===== src/rtl/serial_neighbor_counter.sv =====
// Bit-serial Game-of-Life cell evaluator: accumulates 8 neighbour bits through a
// ripple chain of 1-bit full adders, then applies the Conway rule.

module adder_1 (
  input  logic a,
  input  logic b,
  input  logic cin,
  output logic s,
  output logic cout
);
  assign s    = a ^ b ^ cin;
  assign cout = (a & b) | (a & cin) | (b & cin);
endmodule

module serial_neighbor_counter #(
  parameter int N_NEIGHBORS = 8,
  parameter int COUNT_W     = 4
) (
  input  logic                   clk,
  input  logic                   rst_n,
  input  logic                   start,
  input  logic [N_NEIGHBORS-1:0] neighbors,
  input  logic                   alive_in,
  output logic                   busy,
  output logic                   done,
  output logic [COUNT_W-1:0]     count,
  output logic                   next_alive
);
  localparam int IDX_W = (N_NEIGHBORS > 1) ? $clog2(N_NEIGHBORS) : 1;
  localparam logic [IDX_W-1:0] IDX_LAST = IDX_W'(N_NEIGHBORS - 1);

  typedef enum logic [1:0] {
    IDLE    = 2'd0,
    ACCUM   = 2'd1,
    RESOLVE = 2'd2
  } state_t;

  state_t                   state_q, state_d;
  logic [N_NEIGHBORS-1:0]   neigh_q, neigh_d;
  logic                     alive_q, alive_d;
  logic [COUNT_W-1:0]       acc_q, acc_d;
  logic [IDX_W-1:0]         idx_q, idx_d;
  logic [COUNT_W-1:0]       count_q, count_d;
  logic                     next_alive_q, next_alive_d;
  logic                     done_q, done_d;

  logic [COUNT_W-1:0]       carry_s;
  logic [COUNT_W-1:0]       acc_sum_s;
  logic                     carry_unused_s;

  // Incrementer: the selected neighbour bit enters as carry-in of bit 0.
  assign carry_s[0] = neigh_q[idx_q];

  for (genvar i = 0; i < COUNT_W; i++) begin : g_chain
    if (i < COUNT_W - 1) begin : g_mid
      adder_1 u_add (
        .a   (acc_q[i]),
        .b   (1'b0),
        .cin (carry_s[i]),
        .s   (acc_sum_s[i]),
        .cout(carry_s[i+1])
      );
    end else begin : g_top
      adder_1 u_add (
        .a   (acc_q[i]),
        .b   (1'b0),
        .cin (carry_s[i]),
        .s   (acc_sum_s[i]),
        .cout(carry_unused_s)
      );
    end
  end

  // Next-state and datapath control.
  always_comb begin
    state_d      = state_q;
    neigh_d      = neigh_q;
    alive_d      = alive_q;
    acc_d        = acc_q;
    idx_d        = idx_q;
    count_d      = count_q;
    next_alive_d = next_alive_q;
    done_d       = 1'b0;
    case (state_q)
      IDLE: begin
        if (start) begin
          neigh_d = neighbors;
          alive_d = alive_in;
          acc_d   = {COUNT_W{1'b0}};
          idx_d   = {IDX_W{1'b0}};
          state_d = ACCUM;
        end else begin
          state_d = IDLE;
        end
      end
      ACCUM: begin
        acc_d = acc_sum_s;
        idx_d = idx_q + IDX_W'(1);
        if (idx_q == IDX_LAST) begin
          state_d = RESOLVE;
        end else begin
          state_d = ACCUM;
        end
      end
      RESOLVE: begin
        count_d      = acc_q;
        next_alive_d = (alive_q & ((acc_q == COUNT_W'(2)) | (acc_q == COUNT_W'(3))))
                     | (~alive_q & (acc_q == COUNT_W'(3)));
        done_d       = 1'b1;
        state_d      = IDLE;
      end
      default: begin
        state_d = IDLE;
      end
    endcase
  end

  // State and datapath registers with synchronous active-low reset.
  always_ff @(posedge clk) begin
    if (!rst_n) begin
      state_q      <= IDLE;
      neigh_q      <= {N_NEIGHBORS{1'b0}};
      alive_q      <= 1'b0;
      acc_q        <= {COUNT_W{1'b0}};
      idx_q        <= {IDX_W{1'b0}};
      count_q      <= {COUNT_W{1'b0}};
      next_alive_q <= 1'b0;
      done_q       <= 1'b0;
    end else begin
      state_q      <= state_d;
      neigh_q      <= neigh_d;
      alive_q      <= alive_d;
      acc_q        <= acc_d;
      idx_q        <= idx_d;
      count_q      <= count_d;
      next_alive_q <= next_alive_d;
      done_q       <= done_d;
    end
  end

  assign busy       = (state_q != IDLE);
  assign done       = done_q;
  assign count      = count_q;
  assign next_alive = next_alive_q;

endmodule


===== config.mk =====
export PLATFORM = sky130hd
export DESIGN_NAME = serial_neighbor_counter
export DESIGN_NICKNAME = d
export VERILOG_FILES = /design/src/rtl/serial_neighbor_counter.sv
export SDC_FILE = /design/constraint.sdc
export NUM_CORES = 1
export LEC_CHECK = 0
export ABC_AREA = 1
export CAP_MARGIN = 20
export CORE_AREA = 10 10 81 62
export CTS_BUF_LIST = sky130_fd_sc_hd__clkbuf_16
export CTS_CLUSTER_DIAMETER = 100
export DETAILED_ROUTE_END_ITERATION = 12
export DIE_AREA = 0 0 91 72
export SLEW_MARGIN = 20
export SYNTH_ARGS = -nofsm -noshare
export SYNTH_HDL_FRONTEND = slang
export SYNTH_SLANG_ARGS = --single-unit

===== constraint.sdc =====
create_clock -name clk -period 1.8 [get_ports clk]
set_clock_uncertainty 0.05 [all_clocks]
set_input_delay 0.18 -clock clk [delete_from_list [all_inputs] [get_ports clk]]
set_output_delay 0.18 -clock clk [all_outputs]
set_load 0.01 [all_outputs]

==> impl.org <==
** Worst setup path
- Data arrives at the worst endpoint at 1.81 ns.
- Kind of critical path :: reg -> reg
- CP Capture Type :: flip-flop
- In this run the worst setup path begins at idx_q[0].
- Among all stages on the critical path, the largest delay is contributed by sky130_fd_sc_hd__dfxtp_4.
- The largest single stage delay on the critical path is 0.37 ns.
- RR Startpoint :: idx_q[0]
- In this run the worst path has a maximum fanout of 7.
- Required time of the worst setup path :: 1.94 ns
- Critical path, cell by cell :: inv_4 -> nand2_1 -> nand3_1 -> nand2_1 -> nand2_1 -> nand2_1 -> ha_1 -> ha_1 -> ha_2 -> nand2_1 -> a21oi_1
- Cell occurring most often along the worst timing path :: sky130_fd_sc_hd__nand2_1
- Worst setup SP type :: flip-flop

** Yosys
- Yosys warning total :: 0
- Synthesized-area fraction occupied by and/or/nand/nor cells :: 25.5%
- Dominant combinational cell family by area after synthesis :: simple AND/OR/NAND/NOR gates
- Synthesis produced a netlist whose cell count is 146.
- Area fraction in compound gates after synthesis :: 12.4%
- Register area share after synthesis :: 46.7%
- After Yosys synthesis, XOR and XNOR cells account for 0% of the synthesized area.
- After Yosys synthesis, full adders, half adders and majority gates account for 6.08% of the synthesized area.
- The largest total area in the synthesized netlist belongs to sky130_fd_sc_hd__dfxtp_1.
- Summed over its instances, the top area cell type makes up 46.7% of the synthesized netlist area.
- Mapped Avg Cell Area :: 7.04 um^2
- Post-synthesis cell type count :: 14
- Summing every instance area after synthesis gives 1030 um^2.
- After synthesis, the share of cell area in mux cells is 0%.
- Yosys attributes the largest share of cell area to sky130_fd_sc_hd__dfxtp_1, sky130_fd_sc_hd__nand2_1, sky130_fd_sc_hd__nor2_1.
- Counting every net in the synthesized netlist gives 163.
- Flip-flop and latch count after synthesis :: 24

** Final layout
- For this run, the number of standard cells in the final layout without fillers is 217.
- The number of antenna diodes in the final layout is 0.
- Fraction of final layout cells sized beyond drive strength 1 :: 6.59%
- Number of nets in the layout :: 185
- After routing the design area is 1390 um^2.
- Most frequent standard cell in the layout excluding fill and tap cells :: sky130_fd_sc_hd__nand2_1
- The top cell types in the final layout, fill and taps aside, are sky130_fd_sc_hd__nand2_1, sky130_fd_sc_hd__nor2_1, sky130_fd_sc_hd__dfxtp_1, sky130_fd_sc_hd__inv_1, sky130_fd_sc_hd__clkdlybuf4s50_1.
- From synthesis to final layout, the design area changed by 35.0%.

** Detailed routing
- Detailed Routing Iterations Pass 1 :: 4
- Wire length after detailed routing :: 2290 um
- Routed via count :: 911
- Count of antenna-violating nets left after detailed routing :: 0
- In the routed layout, each cell is associated on average with a via count of 4.20.
- After detailed routing, the number of remaining DRC violations is 0.
- Initial DRC count :: 54
- Routed length per instance :: 10.5 um

** GRT
- The number of antenna violations at the first check in global routing was 0.
- For this run the aggregate overflow at the end of global routing stands at 0.
- The first global-routing pass estimated 3860 um of wire.
- Vias in the first global route :: 910
- Pin count of the biggest net entering global routing :: 15
- For this run, the total global-route usage over all layers was measured as 7.04%.

** Timing
- Max Fclk :: 600 MHz
- The final number of hold-violating endpoints is 0.
- The number of max-slew violations in the final report came to 0.
- Share of the cycle needed by the critical path after routing :: 92.6%
- Relative slew slack :: 61.8%
- For the pin with the worst max-slew slack, the measured transition is 0.572 ns.
- Time the worst path needs with I/O delays and setup :: 1.67 ns
- Finish-stage setup viols :: 0
- RSZ-0062 raised after global routing :: no
- Setup total negative slack on the finished layout was measured at 0 ns.

** Die
- Floorplan die area :: 6550 um^2
- From left edge to right edge, the die measures 91 um.
- The floorplan has 18 rows.
- The die is 72 um tall.
- The region available for standard cell placement spans 3470 um^2.
- 19 I/O pins were placed.
- Starting Density :: 29.7%

** CTS
- CTS Buf Count :: 3
- Post CTS Setup Buffer Count :: 0
- Number of levels in the clock H-tree :: 1
- No sink is reached through more buffers than the 2 on the longest clock path.
- TritonCTS clock tree :: yes
- The clock drives 24 sinks.
- Root Driver :: sky130_fd_sc_hd__clkbuf_16
- For the worst-skew pair, the clock arrives at the later sink with an insertion delay of 0.26 ns.
- The number of hold buffers added after CTS was 0.
- Clock input transition at the sequential cells of the worst setup and hold paths :: 0.06 ns

** Placement
- Total placed cells including tap cells :: 213
- Buffers added on ports :: 18
- Detailed placement ended at an HPWL of 1730 um.
- Routability-driven placement finished with a final weighted congestion of 0.810.
- Placed cell area :: 1270 um^2

** Outcome
- The run finished with clean final reports.

** Power and ir drop
- Power density over cell area :: 959 nW/um^2
- Across the VDD grid, the largest voltage drop is 494 uV.
- In this run the static leakage power is 0.000590 uW.

** Worst hold path
- Worst min-delay path startpoint :: count[1]
- The min-delay analysis places its worst path in the category reg -> reg.

** Flow run
- Across the run, the number of max-cap violations was 0.
metrics by stage:
step                      utilization [%]  setup slack (ns)  hold slack (ns)  power, uW
after detailed placement             36.7            0.0554            0.413        714
after CTS                            39.8            0.0466            0.422       1340
after floorplan                         -             0.190            0.262        660
after global routing                 40.0           0.00245            0.454       1380
after global placement               36.7             0.129            0.406        710
final                                40.0             0.133            0.417       1330
final cells by class:
cell class | instances | area (um^2)
clock buffers | 3 | 75.1
clock inverters | 1 | 30.0
fillers | 361 | 2080
inverters | 22 | 85.1
multi-input cells | 97 | 455
flip-flops and latches | 24 | 485
well taps | 50 | 62.6
repair buffers | 20 | 195
worst paths after layout:
path,end,slack [ns],cells after the start
max reg2reg,acc_q[2],0.13,11
min reg2reg,count[1],0.42,2
min,count[1],0.42,2
max,acc_q[2],0.13,11
cells by family after synthesis:
| logic type | count (synthesis) |
|---|---|
| fa+ha+maj | 5 |
| buf+inv | 25 |
| simple gates | 67 |
| compound gates | 25 |
| flops | 24 |
synthesized netlist by cell type:
cell                       instances
sky130_fd_sc_hd__a21oi_1          11
sky130_fd_sc_hd__clkbuf_1          2
sky130_fd_sc_hd__clkbuf_2          1
sky130_fd_sc_hd__clkinv_1          1
sky130_fd_sc_hd__dfxtp_1          24
sky130_fd_sc_hd__ha_1              5
sky130_fd_sc_hd__inv_1            21
sky130_fd_sc_hd__nand2_1          33
sky130_fd_sc_hd__nand3_1           5
sky130_fd_sc_hd__nor2_1           27
sky130_fd_sc_hd__nor2_2            1
sky130_fd_sc_hd__nor4_1            1
sky130_fd_sc_hd__o21ai_0          13
sky130_fd_sc_hd__o21bai_1          1
worst max-delay path: cells and delay by family, from the launching register on:
family          cells  cell delay [ns]
simple gates        6             0.32
compound gates      1             0.14
buf+inv             1             0.07
flops               1             0.37
fa+ha+maj           3             0.66
power by group:
group	leakage, uW	internal [uW]	switching (uW)	total [uW]
Sequential	0.000197	555	16.4	571
Clock	0.0000511	442	188	630
Combinational	0.000342	60.5	70.2	131
metal layers:
layer | track usage, % | vias to the layer above | share of wire (%) | wire [um]
li1 | - | 498 | - | -
met1 | 8.00 | 396 | 50 | 1150
met2 | 11.3 | 13 | 43 | 985
met3 | 3.08 | 4 | 5.3 | 121
met4 | 3.12 | 0 | 1.3 | 30
met5 | 0 | - | 0 | 0
flip-flops by register name, summed over array words and instances, names as in the netlist:
register    count
neigh_q         8
state_q         2
count           4
done            1
acc_q           4
alive_q         1
next_alive      1
idx_q           3
timing repair:
action / CTS / global route
resized for setup: 0 / 6
endpoints found under the setup margin: 0 / 2
hold endpoints to repair: 0 / 0
Note: power is estimated with default switching activity, not from simulation.
